### config.mk
export PLATFORM = sky130hd
export DESIGN_NAME = priority_arbiter_8
export DESIGN_NICKNAME = d
export VERILOG_FILES = /design/src/rtl/arb_pkg.sv /design/src/rtl/rr_priority_pick.sv /design/src/rtl/priority_arbiter_8.sv
export SDC_FILE = /design/constraint.sdc
export NUM_CORES = 1
export LEC_CHECK = 0
export ABC_AREA = 1
export CAP_MARGIN = 0
export CORE_MARGIN = 3
export CORE_UTILIZATION = 45
export CTS_CLUSTER_DIAMETER = 80
export CTS_CLUSTER_SIZE = 40
export DETAILED_ROUTE_END_ITERATION = 10
export GPL_TIMING_DRIVEN = 1
export HOLD_SLACK_MARGIN = 0.03
export PLACE_DENSITY = 0.65
export SYNTH_ARGS = -nofsm -noshare
export SYNTH_HDL_FRONTEND = slang
export SYNTH_SLANG_ARGS = --single-unit
### constraint.sdc
create_clock -name clk -period 3.8 [get_ports clk]
set_clock_uncertainty 0.05 [all_clocks]
set_input_delay 0.76 -clock clk [delete_from_list [all_inputs] [get_ports clk]]
set_output_delay 0.76 -clock clk [all_outputs]
set_load 0.02 [all_outputs]
### src/rtl/arb_pkg.sv
// Shared constants, state encoding and helpers for the 8-way priority arbiter.
package arb_pkg;

    localparam int unsigned N_REQ  = 8;
    localparam int unsigned ID_W   = 3;
    localparam int unsigned HOLD_W = 8;

    typedef enum logic [1:0] {
        IDLE  = 2'd0,
        GRANT = 2'd1,
        GAP   = 2'd2
    } arb_state_e;

    // Binary requester index to one-hot grant vector.
    function automatic logic [N_REQ-1:0] id_to_onehot(input logic [ID_W-1:0] id);
        return N_REQ'(1) << id;
    endfunction

endpackage

### src/rtl/rr_priority_pick.sv
// Combinational winner search: scans downward from a start index with wrap,
// or from the top index when fixed priority is selected.
module rr_priority_pick
    import arb_pkg::*;
(
    input  logic [N_REQ-1:0] req_i,
    input  logic [ID_W-1:0]  start_i,
    input  logic             rr_mode_i,
    output logic [ID_W-1:0]  win_id_o,
    output logic             any_o
);

    logic [ID_W-1:0] base;
    logic [ID_W-1:0] idx;
    logic            found;

    always_comb begin
        base     = rr_mode_i ? start_i : ID_W'(N_REQ - 1);
        idx      = '0;
        found    = 1'b0;
        win_id_o = '0;
        for (int unsigned k = 0; k < N_REQ; k++) begin
            idx = base - ID_W'(k);
            if (!found && req_i[idx]) begin
                win_id_o = idx;
                found    = 1'b1;
            end
        end
    end

    assign any_o = |req_i;

endmodule

### src/rtl/priority_arbiter_8.sv
// 8-requester arbiter with fixed or round-robin priority, a bounded hold time
// per grant and one dead cycle after every release or preemption.
module priority_arbiter_8
    import arb_pkg::*;
#(
    parameter int unsigned MAX_HOLD = 16
) (
    input  logic             clk,
    input  logic             rst_n,
    input  logic [N_REQ-1:0] req,
    input  logic             rr_mode,
    output logic [N_REQ-1:0] gnt,
    output logic [ID_W-1:0]  gnt_id,
    output logic             gnt_valid
);

    localparam logic [HOLD_W-1:0] HOLD_LAST = HOLD_W'(MAX_HOLD - 1);

    arb_state_e         state_q,     state_d;
    logic [N_REQ-1:0]   gnt_q,       gnt_d;
    logic [ID_W-1:0]    gnt_id_q,    gnt_id_d;
    logic               gnt_valid_q, gnt_valid_d;
    logic [HOLD_W-1:0]  hold_q,      hold_d;

    logic [ID_W-1:0]    rr_start;
    logic [ID_W-1:0]    pick_id;
    logic               pick_any;
    logic               holder_req;
    logic               hold_expired;

    // gnt_id_q also serves as the last winner for the round-robin pointer.
    assign rr_start     = gnt_id_q - ID_W'(1);
    assign holder_req   = req[gnt_id_q];
    assign hold_expired = (hold_q == HOLD_LAST);

    rr_priority_pick u_pick (
        .req_i     (req),
        .start_i   (rr_start),
        .rr_mode_i (rr_mode),
        .win_id_o  (pick_id),
        .any_o     (pick_any)
    );

    always_comb begin
        state_d     = state_q;
        gnt_d       = gnt_q;
        gnt_id_d    = gnt_id_q;
        gnt_valid_d = gnt_valid_q;
        hold_d      = hold_q;

        unique case (state_q)
            IDLE, GAP: begin
                if (pick_any) begin
                    state_d     = GRANT;
                    gnt_d       = id_to_onehot(pick_id);
                    gnt_id_d    = pick_id;
                    gnt_valid_d = 1'b1;
                    hold_d      = '0;
                end else begin
                    state_d     = IDLE;
                    gnt_d       = '0;
                    gnt_valid_d = 1'b0;
                end
            end
            GRANT: begin
                // Release and preemption share one exit path, so coincidence needs no tie-break.
                if (!holder_req || hold_expired) begin
                    state_d     = GAP;
                    gnt_d       = '0;
                    gnt_valid_d = 1'b0;
                    hold_d      = '0;
                end else begin
                    hold_d      = hold_q + HOLD_W'(1);
                end
            end
            default: begin
                state_d     = IDLE;
                gnt_d       = '0;
                gnt_valid_d = 1'b0;
                hold_d      = '0;
            end
        endcase
    end

    always_ff @(posedge clk or negedge rst_n) begin
        if (!rst_n) begin
            state_q     <= IDLE;
            gnt_q       <= '0;
            gnt_id_q    <= '0;
            gnt_valid_q <= 1'b0;
            hold_q      <= '0;
        end else begin
            state_q     <= state_d;
            gnt_q       <= gnt_d;
            gnt_id_q    <= gnt_id_d;
            gnt_valid_q <= gnt_valid_d;
            hold_q      <= hold_d;
        end
    end

    assign gnt       = gnt_q;
    assign gnt_id    = gnt_id_q;
    assign gnt_valid = gnt_valid_q;

endmodule

---- Yosys cells after proc, flatten, opt, wreduce, memory -nomap -nowiden ----
Index checks and enable logic that the tools add are counted.
operators by class
  add/sub/neg operators ................... 9
  $lt $le $gt $ge ......................... 9
  equal/unequal tests ..................... 5
  shift-type cells ........................ 1
  multiplexer cells ....................... 46
  reduce and logical (&&, ||, !) cells .... 20
operator list
  cell                                                                          count
  3-bit by 4-bit less-than comparator with 1-bit output, second input constant  9
  8-bit two-way mux                                                             4
  8-bit case mux with 2 select lines                                            2
  1-bit binary-select mux with 3-bit select                                     9
  3-bit two-way mux                                                             9
  1-bit two-way mux                                                             19
  3-bit subtractor, second input constant                                       4
  8-bit by 1-bit adder with 8-bit output, second input constant                 1
  8-bit by 4-bit equality test with 1-bit output, second input constant         1
  1-bit logical NOT                                                             8
  8-bit OR reduction                                                            1
  1-bit by 3-bit << shifter with 8-bit output, first input constant             1
  1-bit logical AND                                                             7
  3-bit by 1-bit subtractor with 3-bit output, second input constant            2
  3-bit by 2-bit subtractor with 3-bit output, second input constant            2
  2-bit != test, second input constant                                          2
  2-bit case mux with 2 select lines                                            1
  2-bit by 1-bit equality test with 1-bit output, second input constant         1
  2-bit equality test, second input constant                                    1
  2-bit logical NOT                                                             1
  2-bit two-way mux                                                             1
  1-bit case mux with 2 select lines                                            1
  2-bit AND reduction                                                           1
  2-bit OR reduction                                                            1
  1-bit logical OR                                                              1
storage, ports and cells
  register bits after elaboration ......... 22
  output and inout bits ................... 12
  word-level logic and storage cells ...... 95

---- Logic depth before layout (Yosys ltp) ----
  word-level depth ........................ 29
  gate-level depth with buffers ........... 22

---- Modules after synthesis ----
From an unflattened synthesis, not the netlist that was laid out.
unflattened totals
  cells, all modules ...................... 335
  area total of the unflattened synthesis .. 2137.0 um^2
by module, submodules not included
  module              times used  cells each  area each (um^2)  seq. area each (um^2)
  priority_arbiter_8  1           142         1143.6            550.5
  rr_priority_pick    1           193         993.5             0.0

---- Worst setup path after synthesis ----
OpenSTA, ideal clock, no wires.
  path kind ............................... register -> register
  start ................................... register gnt_id_q[0] (netlist: gnt_id[0])
  end ..................................... register gnt_q[0] (netlist: gnt[0])
  library setup time ...................... 118 ps
  data arrival time ....................... 2823 ps
  data required time ...................... 3632 ps
  slack ................................... 809 ps
  cell stages (with the launch flop) ...... 21
  cell sequence ........................... dfrtp_1 inv_1 ha_1 nand2_2 inv_2 buf_4 ha_1 inv_1 nand3_1 o21ai_2 nand2_1 nand2_2 inv_2 nor2_2 nand4_1 nor2_1 nor2_1 nand2_1 nand2_1 nand3_1 nand2_1
between the ends
  longest elaborated chain between the ends .. 29
  elaborated cells on any way between the ends .. 62
ends and longest elaborated chain
  element                                                                               RTL line                  RTL
  start: declaration                                                                    priority_arbiter_8.sv:21  logic [ID_W-1:0] gnt_id_q, gnt_id_d;
  start signal: assignment                                                              priority_arbiter_8.sv:95  gnt_id_q <= gnt_id_d;
  branches (longest 29 deep; another with 3-bit by 1-bit subtractor with 3-bit output)  n/a
  end signal: assignment                                                                priority_arbiter_8.sv:94  gnt_q <= gnt_d;
  end: declaration                                                                      priority_arbiter_8.sv:20  logic [N_REQ-1:0] gnt_q, gnt_d;
Several ways; the timed one is not identified. The select of a mux whose other input is x is not followed.
A chain may end at the register's enable or synchronous reset.

---- Worst setup path in the final report ----
  start ................................... input port rr_mode
  end ..................................... register gnt_q[1] (netlist: gnt[1])
between the ends
  longest elaborated chain between the ends .. 28
  elaborated cells on any way between the ends .. 56
ends and longest elaborated chain
  element                                                                               RTL line                  RTL
  start: declaration                                                                    priority_arbiter_8.sv:11  input logic rr_mode,
  3-bit two-way mux (*)                                                                 rr_priority_pick.sv:18    base = rr_mode_i ? start_i : ID_W'(N_REQ - 1);
  branches (longest 23 deep; another with 3-bit by 1-bit subtractor with 3-bit output)  n/a
  3-bit two-way mux (*)                                                                 rr_priority_pick.sv:24    if (!found && req_i[idx]) begin
  1-bit by 3-bit << shifter with 8-bit output (*)                                       arb_pkg.sv:16             return N_REQ'(1) << id;
  8-bit two-way mux (*)                                                                 priority_arbiter_8.sv:53  if (pick_any) begin
  8-bit case mux with 2 select lines (*)                                                priority_arbiter_8.sv:51  unique case (state_q)
Mark *: on every way between the ends. The select of a mux whose other input is x is not followed.

==> qor.csv <==
metric,value,unit
outcome,"finished, final reports clean",
dominant cells by area after synthesis,"dfrtp_1 (24%), nand2_1 (17%), nand3_1 (11%)",
clk buf depth,2,
Final ANT Viol Nets,0,
switching share of power,60.4,%
sequential share of power,12.9,%
Worst EP arrival,3.32,ns
TritonCTS clock tree,built,
DR pass1 iterations,5,
Psw,1.52,mW
Mean Syn Cell Area,6.34,um2
R2R Setup Slk,0.71,ns
die width,77.8,um
clock-pin slew of the registers on the worst-case setup and hold paths,0.08,ns
critical path class,input port to flip-flop,
hold buffer count at cts,0,
fin util,54.6,%
io pins,23,
# port buffers,22,
RSZ-0062 raised after global routing,false,
placed cell area,2590,um2
Initial Utilization,47.9,%
"CP delay by family, top",simple AND/OR/NAND/NOR gates,
CP Capture Type,flip-flop,
sequential area share after synthesis,23.7,%
TritonCTS Buffers,3,
Fin. Hold Viols,0,
layout cell share with drive strength beyond 1,16.5,%
Power Internal,0.995,mW
crit-path max FO,6,
Fill cells,469,
Comb power frac,80.5,%
final setup fails,0,
Tightest Pin Transition,0.961,ns
n_diodes,0,
"most common cell after layout, fill and taps aside",nand2_1,
Hold Path Stages,1,
Tcrit/Tclk final,84.6,%
syn_nets,381,
Detailed Place HPWL,4.96,mm
Worst Reg2Reg Path Length in Cells,19,
clk sinks,22,
mapped cell area,2320,um2
Core Box Area,4850,um2
average wire per standard cell,13.4,um
total global-route track usage,21.6,%
register bit count reported by yosys,22,
remaining global-route overflow,0,
Buf/Inv on CP,4,
fin crit period,3.21,ns
initial antenna violation count,0,
Gate Count Post-Synth,366,
DR iter-0 viols,124,
WL final,6.12,mm
nature of the critical path startpoint,input port,
CTS Root Cell,clkbuf_8,
"area leader, netlist",dfrtp_1,
most frequent CP cell,nand2_1,
synth unique cells,28,
pin count of the biggest net entering global routing,24,
global-route wire length before repair,10.6,mm
Slew headroom,35.7,%
VDD IR max,0.458,mV
Crit-path slowest cell,clkdlybuf4s50_1,
H-tree depth,1,
Fin Hold WS,0.380,ns
Finished Cell Area,2650,um2
Max Slew Vio Count,0,
Die Area,6060,um2
number of placement rows,25,
Total Power,2.51,mW
Stages on worst setup path,18,
most frequent cells in the layout,"nand2_1 (105), nand3_1 (52), inv_1 (36)",
CP cell instances,clkdlybuf4s50_1 > nand2_2 > inv_1 > ha_1 > inv_1 > nand3_1 > o21ai_2 > nand2_1 > nand2_2 > inv_2 > nor2_2 > nand4_1 > nor2_1 > nor2_1 > nand2_1 > nand2_1 > nand3_1 > nand2_1,
Worst EP required,3.90,ns
Synth top area share,23.7,%
drt drc,0,
Die Ht,77.8,um
total negative slack,0,ns
vias in the first global route,2299,
Pwr Density,949,nW/um2
warnings from Yosys,0,
Clk pwr share,6.7,%
FMAX,311,MHz
vias,2351,
P_leak,1.33,nW
"slowest stage delay, CP",0.55,ns
vias per cell,5.16,
MaxCap Viol Count,0,
Hold Crit Class,flip-flop to flip-flop,
cts repair resizes,0,
Worst-Skew Late Latency,0.26,ns
nets,405,
gpl congestion,0.899,
Post-CTS Setup Bufs,0,
Layout area overhead,14.0,%
## sequential cells by signal, summed over array words and instances (netlist names)
signal     flops
hold_q         8
gnt_valid      1
gnt            8
gnt_id         3
state_q        2
## final timing paths
kind                              end        from
max reg2reg                    gnt[1]   gnt_id[1]
max in group asynchronous      gnt[2]       rst_n
min                        state_q[1]  state_q[1]
min in group asynchronous   hold_q[4]       rst_n
max                            gnt[1]     rr_mode
min reg2reg                state_q[1]  state_q[1]
## kinds of logic after synthesis
group,after synthesis,synth area share (%)
adder cells (fa/ha/maj),4,2.16
flip-flops,22,23.7
AO/OA/AOI/OAI,31,7.87
AND/OR/NAND/NOR,260,56.5
buffers and inverters,49,9.76
## metal layers
| layer | track usage (%) | part of all wire (%) |
|---|---|---|
| met1 | 31.5 | 51 |
| met2 | 33.9 | 43 |
| met3 | 3.83 | 5.1 |
| met4 | 2.85 | 0.47 |
| met5 | 0 | 0 |
## synthesized netlist by cell type
master and number:
nand2_2 21, o21ai_2 2, inv_2 5, o21ai_1 3
nand3_2 10, inv_1 36, nor4_1 1, dfrtp_1 22
o21ai_0 11, nand4_4 1, buf_6 4, buf_2 1
nand4_1 14, a21oi_1 11, buf_4 3, nand2_1 105
nor2_2 5, nand3_1 52, nor2_4 2, o21bai_1 2
nor3_1 6, nor4b_1 1, o21ai_4 1, a21oi_2 1
nor2_1 32, nand2_4 7, and3_1 3, ha_1 4
## layout make-up
| cell class | instances | area [um2] | share of cell area [%] |
|---|---|---|---|
| Inverter | 41 | 154 | 5.82 |
| Timing Repair Buffer | 27 | 258 | 9.74 |
| Clock buffer | 4 | 55.1 | 2.08 |
| Sequential cell | 22 | 551 | 20.8 |
| Tap cell | 67 | 83.8 | 3.17 |
| Multi-Input combinational cell | 295 | 1540 | 58.4 |
## power by group through the flow
stage,registers (mW),clock network (mW),logic (mW)
after floorplan,0.370,0,1.52
after CTS,0.323,0.170,2.00
after global routing,0.330,0.180,2.27
after detailed placement,0.328,0,1.99
final,0.324,0.167,2.02
after global placement,0.327,0,1.99
## per-stage QoR
step / worst slack, ns / std cells
after global placement: 0.387 / 452
final: 0.587 / 456
after floorplan: 0.809 / 366
after CTS: 0.603 / 456
after global routing: 0.320 / 456
after detailed placement: 0.328 / 452
(Power assumes the default switching activity.)
